==> src/rtl/alu_issue_stage.sv <==
// alu_issue_stage: ID->EX issue register; decodes MIPS instructions into ALUFun code and operands.
// Ports: clk/reset (sync, active-high); in_valid/in_ready + instr/rs_data/rt_data from decode;
//        flush kills held entry and same-cycle accept; ex_valid/ex_ready handshake to execute;
//        ex_alufun/ex_a/ex_b/ex_sign/ex_dest/ex_reg_write/ex_mem_rd/ex_mem_wr/ex_branch/ex_illegal.
module alu_issue_stage (
    input  logic        clk,
    input  logic        reset,
    input  logic        in_valid,
    output logic        in_ready,
    input  logic [31:0] instr,
    input  logic [31:0] rs_data,
    input  logic [31:0] rt_data,
    input  logic        flush,
    output logic        ex_valid,
    input  logic        ex_ready,
    output logic [5:0]  ex_alufun,
    output logic [31:0] ex_a,
    output logic [31:0] ex_b,
    output logic        ex_sign,
    output logic [4:0]  ex_dest,
    output logic        ex_reg_write,
    output logic        ex_mem_rd,
    output logic        ex_mem_wr,
    output logic        ex_branch,
    output logic        ex_illegal
);
    localparam logic [5:0] ADD = 6'b000000, SUB = 6'b000001, AND = 6'b011000, OR = 6'b011110,
                           XOR = 6'b010110, NOR = 6'b010001, SLL = 6'b100000, SRL = 6'b100001,
                           SRA = 6'b100011, EQ = 6'b110011, NEQ = 6'b110001, LT = 6'b110101,
                           LEZ = 6'b111101, LTZ = 6'b111011, GTZ = 6'b111111;
    typedef struct packed {
        logic [5:0]  alufun;
        logic [31:0] a;
        logic [31:0] b;
        logic        sign;
        logic [4:0]  dest;
        logic        reg_write;
        logic        mem_rd;
        logic        mem_wr;
        logic        branch;
        logic        illegal;
    } entry_t;
    entry_t dec, entry_d, entry_q;
    logic valid_d, valid_q;
    logic [5:0] op, funct;
    logic [4:0] rt, rd, shamt;
    logic [31:0] sx, zx;
    assign op    = instr[31:26];
    assign rt    = instr[20:16];
    assign rd    = instr[15:11];
    assign shamt = instr[10:6];
    assign funct = instr[5:0];
    assign sx    = {{16{instr[15]}}, instr[15:0]};
    assign zx    = {16'b0, instr[15:0]};
    always_comb begin
        dec      = '0;
        dec.a    = rs_data;
        dec.b    = rt_data;
        dec.sign = 1'b1;
        dec.dest = rt;
        case (op)
            6'h00: begin
                dec.dest      = rd;
                dec.reg_write = 1'b1;
                case (funct)
                    6'h20: dec.alufun = ADD;
                    6'h21: begin dec.alufun = ADD; dec.sign = 1'b0; end
                    6'h22: dec.alufun = SUB;
                    6'h23: begin dec.alufun = SUB; dec.sign = 1'b0; end
                    6'h24: dec.alufun = AND;
                    6'h25: dec.alufun = OR;
                    6'h26: dec.alufun = XOR;
                    6'h27: dec.alufun = NOR;
                    6'h2A: dec.alufun = LT;
                    6'h2B: begin dec.alufun = LT; dec.sign = 1'b0; end
                    6'h00, 6'h02, 6'h03, 6'h04, 6'h06, 6'h07: begin
                        // Shifts put the shifted value in A and the amount in B.
                        dec.a      = rt_data;
                        dec.b      = {27'b0, funct[2] ? rs_data[4:0] : shamt};
                        dec.alufun = funct[1:0] == 2'b00 ? SLL : funct[0] ? SRA : SRL;
                    end
                    default: dec.illegal = 1'b1;
                endcase
            end
            6'h08: begin dec.b = sx; dec.reg_write = 1'b1; end
            6'h09: begin dec.b = sx; dec.reg_write = 1'b1; dec.sign = 1'b0; end
            6'h0A: begin dec.b = sx; dec.reg_write = 1'b1; dec.alufun = LT; end
            6'h0B: begin dec.b = sx; dec.reg_write = 1'b1; dec.alufun = LT; dec.sign = 1'b0; end
            6'h0C: begin dec.b = zx; dec.reg_write = 1'b1; dec.alufun = AND; end
            6'h0D: begin dec.b = zx; dec.reg_write = 1'b1; dec.alufun = OR; end
            6'h0E: begin dec.b = zx; dec.reg_write = 1'b1; dec.alufun = XOR; end
            6'h0F: begin dec.a = {instr[15:0], 16'b0}; dec.b = '0; dec.reg_write = 1'b1; end
            6'h23: begin dec.b = sx; dec.reg_write = 1'b1; dec.mem_rd = 1'b1; end
            6'h2B: begin dec.b = sx; dec.mem_wr = 1'b1; end
            6'h04: begin dec.branch = 1'b1; dec.alufun = EQ; end
            6'h05: begin dec.branch = 1'b1; dec.alufun = NEQ; end
            6'h06: begin dec.branch = 1'b1; dec.alufun = LEZ; end
            6'h07: begin dec.branch = 1'b1; dec.alufun = GTZ; end
            6'h01: begin dec.branch = 1'b1; dec.alufun = LTZ; dec.illegal = rt != 5'd0; end
            default: dec.illegal = 1'b1;
        endcase
        // Illegal entries still issue but must be harmless: ADD of zeros, no side effects.
        if (dec.illegal) begin
            dec         = '0;
            dec.illegal = 1'b1;
        end
    end
    assign in_ready = !valid_q || ex_ready;
    always_comb begin
        valid_d = valid_q && !ex_ready;
        entry_d = entry_q;
        if (flush) begin
            valid_d = 1'b0;
        end else if (in_valid && in_ready) begin
            valid_d = 1'b1;
            entry_d = dec;
        end
    end
    always_ff @(posedge clk) begin
        if (reset) begin
            valid_q <= 1'b0;
            entry_q <= '0;
        end else begin
            valid_q <= valid_d;
            entry_q <= entry_d;
        end
    end
    assign ex_valid     = valid_q;
    assign ex_alufun    = entry_q.alufun;
    assign ex_a         = entry_q.a;
    assign ex_b         = entry_q.b;
    assign ex_sign      = entry_q.sign;
    assign ex_dest      = entry_q.dest;
    assign ex_reg_write = entry_q.reg_write;
    assign ex_mem_rd    = entry_q.mem_rd;
    assign ex_mem_wr    = entry_q.mem_wr;
    assign ex_branch    = entry_q.branch;
    assign ex_illegal   = entry_q.illegal;
endmodule

==> config.mk <==
export PLATFORM = sky130hd
export DESIGN_NAME = alu_issue_stage
export DESIGN_NICKNAME = d
export VERILOG_FILES = /design/src/rtl/alu_issue_stage.sv
export SDC_FILE = /design/constraint.sdc
export NUM_CORES = 1
export LEC_CHECK = 0
export BUFFER_PORTS_ARGS = -buffer_cell sky130_fd_sc_hd__buf_2
export CORE_UTILIZATION = 35
export DETAILED_ROUTE_END_ITERATION = 10
export PLACE_DENSITY = 0.71
export SLEW_MARGIN = 5
export SYNTH_ARGS = -nofsm -noshare
export SYNTH_HDL_FRONTEND = slang
export SYNTH_SLANG_ARGS = --single-unit
==> constraint.sdc <==
create_clock -name clk -period 2.7 [get_ports clk]
set_clock_uncertainty 0.2 [all_clocks]
set_input_delay 0.27 -clock clk [delete_from_list [all_inputs] [get_ports clk]]
set_output_delay 0.27 -clock clk [all_outputs]
set_load 0.02 [all_outputs]
==> results of run 1 <==
## power by group through the flow
stage	Combinational (mW)	Sequential, mW	Clock, mW
CTS	0.446	1.24	1.41
global route	0.485	1.24	1.45
detailed placement	0.437	1.27	0
floorplan	0.227	1.29	0
global placement	0.428	1.27	0
finish	0.451	1.24	1.38
## logic make-up after synthesis
logic type      after synthesis  synth area share, %
compound gates              180                31.50
simple gates                179                21.13
flops                        82                37.17
buf+inv                      66                7.564
mux                          10                2.436
xor+xnor                      1               0.1983
## sequential cells by signal, indices dropped and copies added, names as in the netlist
register and cells:
ex_a 32, ex_b 32, ex_alufun 6, ex_dest 5
ex_branch 1, ex_illegal 1, ex_mem_rd 1, ex_mem_wr 1
ex_reg_write 1, ex_sign 1, ex_valid 1
## layout by cell type, fill, tap and decap left out, types with 2 or more instances in the layout
cell           instances
nor4_1                 2
buf_12                 6
o31ai_1               40
mux2_2                 6
nor2b_1                5
a31oi_1                2
a21o_1                 3
inv_1                  7
nand2b_1               5
dlygate4sd3_1          7
or3_1                  2
bufinv_16              3
clkbuf_16              9
a222oi_1              27
o41ai_1                5
a221oi_1              26
mux2i_1                4
nand2_1               81
a221o_1                2
and3_1                19
buf_2                178
buf_4                 19
or2_2                  3
nand3_1                2
and2_1                 2
o21bai_1               2
nor2_1                20
a32oi_1                8
nor3_1                 5
dfxtp_1               82
a211oi_1              13
nand3b_1              21
a21oi_1               41
o21ai_0                2
## critical path, stage by stage
cell and delay (ns):
dlygate4sd3_1 0.53, buf_2 0.13, nand3b_1 0.29, a2111oi_4 0.47
o2111ai_1 0.35, a221oi_1 0.35
## timing repair
action	CTS	global route
setup buffers	0	0
hold endpoints to repair	6	0
endpoints found under the setup margin	0	0
hold buffers	7	0
## final cells by class
type / count / share of cell area, %
timing repair buffer: 210 / 20.79
sequential: 82 / 27.89
multi-input combinational: 370 / 41.66
tap: 168 / 3.571
inverter: 7 / 0.4463
clock buffer: 10 / 3.889
clock inverter: 5 / 1.764
## worst max-delay path by stage
stage / startpoint / endpoint / slack, ns
CTS: flush / ex_alufun[2] / 0.30
global placement: instr[31] / ex_b[1] / 0.22
floorplan: ex_valid / ex_mem_wr / 0.41
finish: flush / ex_alufun[5] / 0.34
detailed placement: instr[26] / ex_a[17] / 0.11
global route: flush / ex_a[24] / 0.22
## metrics by stage
stage,setup slack (ns),std cells
detailed placement,0.1069,830
floorplan,0.4071,518
global route,0.2245,852
CTS,0.3040,852
global placement,0.2189,830
finish,0.3430,852
## layer usage
| metal | up-vias | GRT usage, % |
|---|---|---|
| met5 | - | 0 |
| met4 | 0 | 8.225 |
| met3 | 24 | 5.453 |
| met2 | 282 | 40.57 |
| met1 | 2359 | 30.25 |
| li1 | 2326 | - |
==> impl_metrics.toml, run 1 <==
[run_status]
status = "complete, no violations"

[floorplan]
rows = 40
die_area_um2 = 13070
die_w_um = 114.3
core_area_um2 = 12160
die_h_um = 114.3
floorplan.initialDensity_pct = 36.32
io_pins = 184

[detailed_routing]
wl_met3_um = 1468
wl_met1_um = 6796
drt_wl_total_um = 16080
viasPerCell = 5.858
highest_layer = "met4"
dr.pass1.iters = 8
drt-initial-drc-count = 614
wl_met2_um = 7584
num_vias = 4991
wl_per_cell_um = 18.87
postRouteAntennaNets = 0
drc = 0

[timing]
period_minus_slack_ns = 2.357
finalMaxSlewViolations = 0
maxSlewHeadroom_pct = 14.55
holdWs_ns = 0.005675
final_hold_viol_count = 0
worst_pin_slew_ns = 1.277
setup_tns_ns = 0
period_share_pct = 87.30
rsz0062_at_grt = "false"
fmax_ghz = 0.4243
setup_violations = 0

[min_path]
hold_path_depth = 3
hold_end = "ex_a[30]"
min_path_type = "in -> reg"
min_from = "rs_data[30]"

[synthesis]
yosys-top-cells-area = "dfxtp_1, nand2_1, o31ai_1"
syn_inst = 518
yosys.area.top_type = "dfxtp_1"
yosysUniqueCellTypes = 54
syn_nets = 619
yosysSeqAreaShare_pct = 37.17
synthArstFlopShare_pct = 0
synth_top_area_share_pct = 37.17
synthTopCellsByCount = "dfxtp_1, nand2_1, a21oi_1"
avgSynthCellArea_um2 = 8.527
syn_area_um2 = 4417
yosysMostFrequentCell = "dfxtp_1"
synth-seq-cells = 82
synth_edf_count = 0
synth_warnings = 0
yosys_most_used_dff = "dfxtp_1"

[critical_path]
path_max_fanout = 4
crit_arrival_ns = 2.38
r2r_end = "ex_alufun[5]"
crit_required_ns = 2.73
r2r_setup_slack_ns = 0.60
worstSetupPathType = "in -> reg"
reg2reg_from = "ex_valid"
start_kind = "input port"
rr_worst_depth = 5
end_kind = "flip-flop"

[power]
internal_power_mw = 2.308
power.net_switching_mw = 0.7665
seq_power_share_pct = 40.4
power.total_mw = 3.075
p_per_area_nw_per_um2 = 522.3
p_leak_nw = 2.544
peakVddDrop_uv = 269.9
combPwrFrac_pct = 14.7
p_clk_share_pct = 45.0
netSwitchingFraction_pct = 24.93

[clock_network]
root_buffer = "clkbuf_16"
clkTransAtPathRegs_ns = 0.06
clock-sinks = 82
cts_tree = "yes"
cts_resized = 0
cts_buffers = 9
cts_max_path_buffers = 2
clk_latency_ns = 0.32
cts_max_level = 3

[global_routing]
grtUsageTotal_pct = 24.08
grt_pass1_wl_um = 24520
antenna_found_initial = 0
grt_max_degree = 88
grt_overflow_total = 0
grt_pass1_vias = 4779

[place]
placed_area_um2 = 5484
numPortBuffers = 178
place.gp.congestion = 0.8671
place_hpwl_um = 11430

[job]
maxCapViolCount = 0

[final_layout]
syn2layout_area_growth_pct = 33.29
utilization_pct = 48.41
antenna_cells = 0
drive_above_1_share_pct = 34.21
fillers = 1181
nets = 781
multiInputGateArea_um2 = 2452
fin_area_um2 = 5887
ff_latch_area_um2 = 1642
No activity file was read; power rests on OpenSTA's default activity.
==> run 2, diff against run 1 <==
--- a/config.mk
+++ b/config.mk
@@ -5,6 +5,7 @@
 export SDC_FILE = /design/constraint.sdc
 export NUM_CORES = 1
 export LEC_CHECK = 0
+export ABC_AREA = 1
 export BUFFER_PORTS_ARGS = -buffer_cell sky130_fd_sc_hd__buf_2
 export CORE_UTILIZATION = 35
 export DETAILED_ROUTE_END_ITERATION = 10
==> run 2 against run 1 <==
Critical path depth increased by 3; routed wire length increased by 4.3%; utilization fell by 2.3 points; combinational power down 2%; total power increased by 0.50%; first-iteration DRC count shrank 4.2%; setup slack worse by 0.14 ns; final area shrank 0.26%; critical path type unchanged; largest cell class unchanged.
==> impl_metrics.toml, run 2 <==
[global_routing]
grt_max_degree = 83
grt_pass1_wl_um = 24450
grtUsageTotal_pct = 23.90
grt_overflow_total = 0
antenna_found_initial = 1
grt_pass1_vias = 4672

[synthesis]
yosys-top-cells-area = "dfxtp_1, nand2_1, a21oi_1"
syn_inst = 730
synthTopCellsByCount = "nand2_1, a21oi_1, dfxtp_1"
syn_nets = 831
yosysSeqAreaShare_pct = 35.69
yosys_most_used_dff = "dfxtp_1"
synth_top_area_share_pct = 35.69
syn_area_um2 = 4599
yosysUniqueCellTypes = 31
synth_edf_count = 0
synth_warnings = 0
yosysMostFrequentCell = "nand2_1"
synthArstFlopShare_pct = 0
yosys.area.top_type = "dfxtp_1"
avgSynthCellArea_um2 = 6.301
synth-seq-cells = 82

[clock_network]
cts_max_level = 3
cts_tree = "yes"
cts_buffers = 9
clock-sinks = 82
clkTransAtPathRegs_ns = 0.07
post_cts_buffers = 0
clk_latency_ns = 0.34
root_buffer = "clkbuf_16"
cts_max_path_buffers = 2

[critical_path]
start_kind = "input port"
path_max_fanout = 36
r2r_end = "ex_a[22]"
r2r_setup_slack_ns = 0.50
rr_worst_depth = 7
worstSetupPathType = "in -> reg"
end_kind = "flip-flop"
reg2reg_from = "ex_valid"
crit_required_ns = 2.78
crit_arrival_ns = 2.58

[timing]
holdWs_ns = 0.06137
period_minus_slack_ns = 2.499
maxSlewHeadroom_pct = 31.35
final_hold_viol_count = 0
period_share_pct = 92.55
rsz0062_at_grt = "false"
setup_violations = 0
worst_pin_slew_ns = 1.027
fmax_ghz = 0.4002
finalMaxSlewViolations = 0
setup_tns_ns = 0

[place]
place_hpwl_um = 11930
numPortBuffers = 178
place.gp.congestion = 0.9030
dp_cells = 1044

[detailed_routing]
drc = 0
num_vias = 5203
wl_per_cell_um = 15.75
dr.pass1.iters = 5
postRouteAntennaNets = 0
drt-initial-drc-count = 588
viasPerCell = 4.885
drt_wl_total_um = 16780

[power]
peakVddDrop_uv = 346.6
p_leak_nw = 2.936
power.total_mw = 3.090
p_per_area_nw_per_um2 = 526.3

[floorplan]
floorplan.initialDensity_pct = 36.15
die_w_um = 116.6
rows = 41
die_area_um2 = 13600
io_pins = 184
die_h_um = 116.6
core_area_um2 = 12720

[final_layout]
drive_above_1_share_pct = 27.16
mostFrequentLayoutCells = "nand2_1, buf_2, a21oi_1"
layout_commonest_cell = "nand2_1"
layout.cells.non_filler = 1065
syn2layout_area_growth_pct = 27.67
nets = 987

[min_path]
min_from = "rt_data[26]"
hold_end = "ex_b[26]"
min_path_type = "in -> reg"
hold_path_depth = 5

[job]
maxCapViolCount = 0

[run_status]
status = "complete, no violations"
[run 2: cell types whose count changed after synthesis, sizes merged, moves of 20 or more]
cell | previous run | this run
clkbuf | 36 | 16
nand3 | 2 | 55
nor2 | 20 | 41
a221oi | 26 | 0
inv | 7 | 33
o31ai | 40 | 1
nand2 | 82 | 349
a222oi | 27 | 0
nand3b | 21 | 0
a21oi | 41 | 87
[run 2: metrics by stage]
step	instance area [um^2]	util (%)	setup WS, ns
detailed placement	5494	43.18	0.03855
finish	5872	46.15	0.2011
global placement	5494	43.18	0.1277
CTS	5852	46.00	0.06959
floorplan	4599	-	0.8454
global route	5867	46.12	0.1000
[run 2: where the power goes]
group	leakage [nW]	internal (mW)	switching, mW
logic	2.11	0.153	0.290
registers	0.662	1.23	0.0114
clock network	0.168	0.868	0.537
[run 2: what timing repair did]
item / CTS / global route
endpoints found under the hold margin: 1 / 0
endpoints found under the setup margin: 0 / 13
resized for setup: 0 / 1
hold buffers: 2 / 0
[run 2: how the worst max path moves through the flow]
stage / from / to / slack, ns / cells past startpoint
after floorplan: ex_valid / ex_a[2] / 0.85 / 6
after global placement: instr[5] / ex_reg_write / 0.13 / 10
after detailed placement: instr[5] / ex_reg_write / 0.04 / 10
after CTS: flush / ex_reg_write / 0.07 / 9
after global routing: flush / ex_b[9] / 0.10 / 9
final: flush / ex_a[22] / 0.20 / 9
[run 2: cell type report]
class	instances	area (um^2)
fillers	1409	6850
multi-input cells	572	2552
flip-flops and latches	82	1642
repair buffers	188	996.0
clock buffers	11	252.7
well taps	172	215.2
inverters	33	123.9
clock inverters	5	85.08
diodes	2	5.005
[run 2: worst max-delay path: stages]
cell	delay (ns)
dlygate4sd3_1	0.53
buf_2	0.13
nor2_1	0.12
nand2_2	0.09
a21oi_2	0.16
nand2_2	0.15
nor2_4	0.80
nand2_1	0.14
a21oi_1	0.16
[run 2: logic make-up after synthesis]
group | synth area share, %
muxes | 0.4353
DFF | 35.69
AOI/OAI and AO/OA | 12.40
and+or+nand+nor | 42.27
buffers and inverters | 9.195
[run 2: layer usage]
| metal | GRT usage [%] | up-vias | routed length (um) |
|---|---|---|---|
| met5 | 0 | - | 0 |
| met4 | 7.595 | 0 | 290 |
| met3 | 8.407 | 20 | 1642 |
| met2 | 35.27 | 219 | 7198 |
| met1 | 32.41 | 2325 | 7643 |
| li1 | - | 2639 | - |
